--- src/rtl/reflex_game_ctrl.sv ---
// Reflex-reaction game sequencer: countdown timer, LFSR target picker,
// hit/miss scoring and the IDLE/PLAY/RELEASE/DONE game state machine.
module reflex_game_ctrl #(
   parameter int unsigned TICK_DIV  = 100000000,
   parameter int unsigned GAME_SECS = 30,
   parameter logic [15:0] LFSR_SEED = 16'hACE1
) (
   input  logic        clk,
   input  logic        rst,
   input  logic        start,
   input  logic [15:0] sw,
   output logic [5:0]  timer,
   output logic [5:0]  score,
   output logic [5:0]  misses,
   output logic [15:0] target,
   output logic        playing,
   output logic        game_over
);

   localparam logic [1:0] IDLE    = 2'd0;
   localparam logic [1:0] PLAY    = 2'd1;
   localparam logic [1:0] RELEASE = 2'd2;
   localparam logic [1:0] DONE    = 2'd3;

   localparam int unsigned   CW        = (TICK_DIV > 1) ? $clog2(TICK_DIV) : 1;
   localparam logic [CW-1:0] CNT_MAX   = CW'(TICK_DIV - 1);
   localparam logic [CW-1:0] CNT_ZERO  = CW'(0);
   localparam logic [CW-1:0] CNT_ONE   = CW'(1);
   localparam logic [5:0]    SECS_INIT = 6'(GAME_SECS);

   function automatic logic [5:0] sat_inc(input logic [5:0] v);
      return (v == 6'd63) ? v : v + 6'd1;
   endfunction

   logic [1:0]    state_r, state_s, fsm_state_s;
   logic [CW-1:0] cnt_r, cnt_s;
   logic [15:0]   lfsr_r, sw_q_r, sw_rise_s, target_s, fsm_target_s;
   logic [3:0]    idx_r, idx_s, new_idx_s;
   logic [5:0]    timer_s, score_s, misses_s;
   logic          start_q_r, start_rise_s, lfsr_fb_s, in_game_s, tick_s, done_s;

   assign start_rise_s = start & ~start_q_r;
   assign sw_rise_s    = sw & ~sw_q_r;
   assign lfsr_fb_s    = lfsr_r[15] ^ lfsr_r[13] ^ lfsr_r[12] ^ lfsr_r[10];
   // Bump a repeated index so consecutive targets always differ.
   assign new_idx_s    = (lfsr_r[3:0] == idx_r) ? idx_r + 4'd1 : lfsr_r[3:0];
   assign in_game_s    = (state_r == PLAY) || (state_r == RELEASE);
   assign tick_s       = in_game_s && (cnt_r == CNT_MAX);
   assign done_s       = tick_s && (timer <= 6'd1);

   // Next-state, counter and scoreboard computation.
   always_comb begin
      fsm_state_s  = state_r;
      fsm_target_s = target;
      score_s      = score;
      misses_s     = misses;
      idx_s        = idx_r;
      if (in_game_s) begin
         cnt_s = tick_s ? CNT_ZERO : cnt_r + CNT_ONE;
      end else begin
         cnt_s = cnt_r;
      end
      if (tick_s) begin
         timer_s = done_s ? 6'd0 : timer - 6'd1;
      end else begin
         timer_s = timer;
      end
      case (state_r)
         IDLE, DONE: begin
            if (start_rise_s) begin
               timer_s      = SECS_INIT;
               score_s      = 6'd0;
               misses_s     = 6'd0;
               cnt_s        = CNT_ZERO;
               idx_s        = new_idx_s;
               fsm_target_s = 16'd1 << new_idx_s;
               fsm_state_s  = PLAY;
            end else begin
               fsm_target_s = (state_r == DONE) ? 16'hFFFF : 16'h0000;
            end
         end
         PLAY: begin
            if (sw_rise_s != 16'h0000) begin
               if (sw_rise_s == target) begin
                  score_s = sat_inc(score);
               end else begin
                  misses_s = sat_inc(misses);
               end
               fsm_target_s = 16'h0000;
               fsm_state_s  = RELEASE;
            end else begin
               fsm_target_s = target;
            end
         end
         RELEASE: begin
            if (sw == 16'h0000) begin
               idx_s        = new_idx_s;
               fsm_target_s = 16'd1 << new_idx_s;
               fsm_state_s  = PLAY;
            end else begin
               fsm_target_s = 16'h0000;
            end
         end
         default: begin
            fsm_state_s  = IDLE;
            fsm_target_s = 16'h0000;
         end
      endcase
      // Reaching zero on a tick wins over any other transition.
      state_s  = done_s ? DONE : fsm_state_s;
      target_s = done_s ? 16'hFFFF : fsm_target_s;
   end

   // State, outputs, edge-detect history and LFSR registers.
   always_ff @(posedge clk or posedge rst) begin
      if (rst) begin
         state_r   <= IDLE;
         cnt_r     <= CNT_ZERO;
         lfsr_r    <= LFSR_SEED;
         sw_q_r    <= 16'h0000;
         start_q_r <= 1'b0;
         idx_r     <= 4'd0;
         timer     <= 6'd0;
         score     <= 6'd0;
         misses    <= 6'd0;
         target    <= 16'h0000;
         playing   <= 1'b0;
         game_over <= 1'b0;
      end else begin
         state_r   <= state_s;
         cnt_r     <= cnt_s;
         lfsr_r    <= {lfsr_r[14:0], lfsr_fb_s};
         sw_q_r    <= sw;
         start_q_r <= start;
         idx_r     <= idx_s;
         timer     <= timer_s;
         score     <= score_s;
         misses    <= misses_s;
         target    <= target_s;
         playing   <= (state_s == PLAY) || (state_s == RELEASE);
         game_over <= (state_s == DONE);
      end
   end

endmodule

--- config.mk ---
export PLATFORM = sky130hd
export DESIGN_NAME = reflex_game_ctrl
export DESIGN_NICKNAME = d
export VERILOG_FILES = /design/src/rtl/reflex_game_ctrl.sv
export SDC_FILE = /design/constraint.sdc
export NUM_CORES = 1
export LEC_CHECK = 0
export ABC_CLOCK_PERIOD_IN_PS = 5800
export BUFFER_PORTS_ARGS = -buffer_cell sky130_fd_sc_hd__buf_4
export CORE_MARGIN = 2
export CORE_UTILIZATION = 63
export DETAILED_ROUTE_END_ITERATION = 7
export GPL_TIMING_DRIVEN = 0
export PLACE_DENSITY = 0.84
export SYNTH_ARGS = -nofsm -noshare
export SYNTH_HDL_FRONTEND = slang
export SYNTH_SLANG_ARGS = --single-unit
--- constraint.sdc ---
create_clock -name clk -period 5.8 [get_ports clk]
set_input_delay 0 -clock clk [delete_from_list [all_inputs] [get_ports clk]]
set_output_delay 0 -clock clk [all_outputs]
set_load 0.005 [all_outputs]
Word level (Yosys, flattened, before mapping)
Cells that the tools add are included.
W data, S select, Z words.
{ "op_classes": {"n_mux": 32, "bitwise": 7, "order_cmp": 1, "eq_ne": 19, "addsub": 5, "n_shift": 1, "reduce_logical": 13} }
{ "op_table": {"columns": ["op", "count"], "rows": [
  ["$mux W27", 4],
  ["$mux W16", 5],
  ["$mux W6", 11],
  ["$pmux W16 S3", 1],
  ["$add A27 B1 Y27 const B", 1],
  ["$eq A27 B27 Y1 const B", 1],
  ["$pmux W6 S2", 2],
  ["$and A16 B16 Y16", 1],
  ["$eq A16 B16 Y1", 1],
  ["$logic_not A16 Y1", 1],
  ["$not A16 Y16", 1],
  ["$reduce_bool A16 Y1", 1],
  ["$shl A1 B4 Y16 const A", 1],
  ["$add A6 B1 Y6 const B", 2],
  ["$eq A6 B6 Y1 const B", 2],
  ["$mux W4", 3],
  ["$reduce_and A5 Y1", 2],
  ["$eq A2 B2 Y1 const B", 4],
  ["$mux W2", 4],
  ["$ne A2 B2 Y1 const B", 4],
  ["$pmux W4 S2", 1],
  ["$le A6 B1 Y1 const B", 1],
  ["$ne A2 B1 Y1 const B", 3],
  ["$pmux W2 S3", 1],
  ["other kinds (14)", 20]
]} }
{ "totals": {"wordCells": 90, "inputBits": 19, "reg_bits": 102, "output_inout_bits": 36} }

Logic depth before layout (Yosys ltp)
{ "depth": {"depth_word": 8, "mapped_depth": 10, "ltp_nobuf": 8} }

Worst setup path after synthesis
OpenSTA, ideal clock, no wires.
{ "synth_timing": {"path_type": "reg-to-reg", "from": "register state_r[0]", "to": "register cnt_r[10]", "t_required_ns": 5.679, "path_stages_with_launch": 11, "setup_slack_ns": 3.431, "path_buffers": 3, "setup_ns": 0.121, "t_arrival_ns": 2.247, "period_less_slack_ns": 2.369, "path_cell_list": "dfrtp_1 inv_1 ha_1 and4b_1 nand3_1 nor4_2 buf_2 nand2b_1 buf_2 buf_2 nor2_1"} }
{ "synth_between": {"elab_chain_cells": 7, "word_cells_on_any_way": 11, "cone_classes": "3 x eq/ne; 4 x mux; 4 x reduce/logical"} }
{ "synth_lines": {"columns": ["element", "line_no", "source"], "rows": [
  ["start: declaration", "35", "logic [1:0] state_r, state_s, fsm_state_s;"],
  ["start signal: assignment", "130", "state_r <= state_s;"],
  ["$eq A2 B1 Y1 or $eq A2 B2 Y1 (tied branches)", "47", "assign in_game_s = (state_r == PLAY) || (state_r == RELEASE);"],
  ["$logic_or A1 B1 Y1", "47", null],
  ["$logic_and A1 B1 Y1", "48", "assign tick_s = in_game_s && (cnt_r == CNT_MAX);"],
  ["$mux W27", "59", "cnt_s = tick_s ? CNT_ZERO : cnt_r + CNT_ONE;"],
  ["$mux W27", "58", "if (in_game_s) begin"],
  ["$mux W27", "70", "if (start_rise_s) begin"],
  ["$mux W27 *", "68", "case (state_r)"],
  ["named net cnt_s[10]", "36", "logic [CW-1:0] cnt_r, cnt_s;"],
  ["end signal: assignment", "131", "cnt_r <= cnt_s;"],
  ["end: declaration", "36", null]
]} }
Mark *: on every way through the listed nets, which the timed path passes. The rest lies on a longest branch.
A chain may end at the register's enable or synchronous reset.

Worst setup path after layout
{ "layout_timing": {"from": "register state_r[0]", "to": "register cnt_r[14]"} }
The elaborated chain is that of the path after synthesis.

==> results.json <==
{
  "fill_cells": 516,
  "critPathLaunch": "state_r[0]",
  "routed_wirelength_mm": 11.6,
  "die_w_um": 92.8,
  "start_util_pct": 64.6,
  "worstPathArrival_ns": 3.07,
  "synth_compound_area_share_pct": 11.0,
  "final_cell_mix": "dfrtp_1 (94), buf_4 (55), nor2_1 (48)",
  "final_cells": 669,
  "clock_skew_ns": 0.0167,
  "grt_usage_pct": 28.5,
  "pre_cts_slack_ns": 3.02,
  "rsz0062_at_grt": "false",
  "ys_ff_latch": 102,
  "port_buffers": 54,
  "ios": 55,
  "r2r-end": "cnt_r[14]",
  "ant_nets": 0,
  "ir_drop_mv": 0.252,
  "slew_headroom_pct": 31.7,
  "layout-drive-gt1-share_pct": 17.5,
  "cts_max_path_buffers": 2,
  "die-area_sq_um": 8610,
  "clock.fmax_mhz": 357,
  "gp_congestion": 0.866,
  "syn_avg_cell_area_sq_um": 10.4,
  "synthDistinctLibCells": 60,
  "synth_seq_area_share_pct": 51.6,
  "worst_r2r_path_depth": 10,
  "netlist.area_leader.share_pct": 47.3,
  "regArea_sq_um": 2560,
  "r2r-start": "state_r[0]",
  "row_count": 32,
  "synth_top_area_cell": "dfrtp_1",
  "layout_commonest_cell": "dfrtp_1",
  "hold_path_class": "input port to asynchronous set/reset pin",
  "wl_per_cell_um": 17.3,
  "drv_slew": 0,
  "synth_top_family_by_area": "simple AND/OR/NAND/NOR gates",
  "dr.pass1.iters": 5,
  "ys_async_sr_fraction_pct": 100,
  "power_density_nw_per_um2": 333,
  "finalPower_mw": 1.97,
  "outcome": "finished, final reports clean",
  "p_leak_nw": 2.62,
  "period_share_pct": 48.3,
  "syn_to_final_growth_pct": 19.2,
  "grt_pass1_wl_mm": 19.2,
  "clk_latency_ns": 0.38,
  "synthXorXnorAreaFrac_pct": 8.81,
  "cp_common_cell": "buf_2",
  "core_area_sq_um": 7690,
  "numCtsBuffers": 9,
  "synth_edf_count": 0,
  "critPathLaunchType": "flop",
  "n_antenna_cell": 0,
  "synthAdderAreaFrac_pct": 2.52,
  "finalSetupViolations": 0,
  "cts_setup_buffers": 0,
  "synth.area.mux_share_pct": 2.72,
  "dpl.hpwl_mm": 7.67,
  "maxCapViolCount": 0,
  "r2r_setup_slack_ns": 3.00,
  "multi_input_area_sq_um": 2280,
  "drt_iter0_markers": 242,
  "cts_tree": "built",
  "overflow": 0,
  "clk_pin_slew_ns": 0.10,
  "period_needed_ns": 2.80,
  "syn_nets": 507,
  "post-route-drc-count": 0,
  "synthCells": 478,
  "htreeDepth": 3,
  "post_cts_resize_count": 0,
  "ys.flop_type": "dfrtp_1",
  "grt_pass1_vias": 3964,
  "syn_area_sq_um": 4970,
  "fin_nets": 591,
  "worst_slack_ns": 3.00,
  "num_vias": 4028,
  "viasPerCell": 6.02,
  "placed_cell_area_sq_um": 5530,
  "required_ns": 6.07,
  "synth-simple-area-share_pct": 20.8,
  "antenna_found_initial": 0,
  "numClockSinks": 102,
  "worst-setup-path-type": "flop to flop",
  "die_h_um": 92.8,
  "synth_area_leaders": "dfrtp_1 (47%), xnor2_1 (5.6%), dfstp_2 (4.2%)",
  "dp.cells": 635,
  "hold_viol": 0,
  "grt_max_degree": 65,
  "ys_warn_count": 0,
  "max_stage_delay_ns": 0.41,
  "worst_pin_slew_ns": 1.02,
  "slowest_stage": "dfrtp_1",
  "root_buffer": "clkbuf_8",
  "critPathCaptureType": "flop",
  "final_design_area_no_fill_sq_um": 5920,
  "path_cells": "inv_1, ha_1, and4b_1, nand3_1, nor4_2, buf_2, nand2b_1, buf_2, buf_2, nor2_1",
  "setup-tns-final_ns": 0,
  "cp_max_fo": 10
}
## final cells by class
cell class | instances | share of cell area, %
Clock inverter | 6 | 1.25
Sequential cell | 102 | 43.3
Buffer | 16 | 1.31
Multi-Input combinational cell | 347 | 38.5
Inverter | 13 | 0.866
Clock buffer | 10 | 2.32
Timing Repair Buffer | 73 | 10.3
Tap cell | 102 | 2.15
## per-stage QoR
stage / utilization (%) / hold WS (ns)
2_1_floorplan: - / 0.0314
3_3_place_gp: 71.6 / 0.118
3_5_place_dp: 72.0 / 0.0731
4_1_cts: 77.1 / 0.228
5_1_grt: 77.1 / 0.267
6_report: 77.1 / 0.225
## metal layers
layer	vias up	global-route usage [%]	part of all wire [%]
li1	1864	-	-
met1	1978	38.8	43
met2	153	45.0	49
met3	33	5.61	5.4
met4	0	12.3	3.1
met5	-	0	0
## cell families after synthesis
family,after synthesis
AOI/OAI and AO/OA,73
xor gates and xnor gates,50
and+or+nand+nor,201
muxes,13
buffers and inverters,29
adders and majority gates,10
DFF,102
## how the worst max path moves through the flow
stage                     cells past startpoint         to  slack [ns]
after floorplan                               1   cnt_r[0]        3.14
after global placement                        2   score[3]        2.10
after detailed placement                     10  cnt_r[14]        3.02
after CTS                                    10  cnt_r[16]        3.00
after global routing                         10   cnt_r[6]        2.72
final                                        10  cnt_r[14]        3.00
## sequential cells by signal (all words and copies together) (netlist names), 2 cells and up
name,cells
cnt_r,27
idx_r,4
lfsr_r,16
misses,6
score,6
state_r,2
sw_q_r,16
target,16
timer,6
## repair_timing
action                     4_1_cts  5_1_grt
hold endpoints to repair        55        0
setup endpoints to repair        0        0
hold buffers                    18        0
## worst max-delay path, delay by kind of cell, from the launching register on
kind / cells / cell delay, ns
flops: 1 / 0.41
fa+ha+maj: 1 / 0.32
buf+inv: 4 / 0.77
simple gates: 5 / 1.20
## Yosys cell counts (3+ instances only)
library cell,count
a211oi_1,3
a21oi_1,10
a2bb2oi_1,8
and3_1,4
buf_2,5
clkbuf_1,9
dfrtp_1,94
dfstp_2,8
ha_1,10
inv_1,13
mux2_2,4
mux2i_1,9
nand2_1,39
nand2b_1,6
nand3_1,23
nand4_1,12
nor2_1,48
nor2b_1,21
nor3_1,10
nor4_1,14
o211ai_1,4
o21ai_0,16
o22a_1,8
o31ai_1,4
or2_2,3
or3_1,4
or4_1,3
xnor2_1,32
xor2_1,18
## power by group
group          leakage (nW)  switching [mW]  internal (mW)
registers              1.32          0.0815          0.780
clock network         0.101           0.262          0.217
logic                  1.20           0.369          0.265
Power figures use the tool's default switching activity.
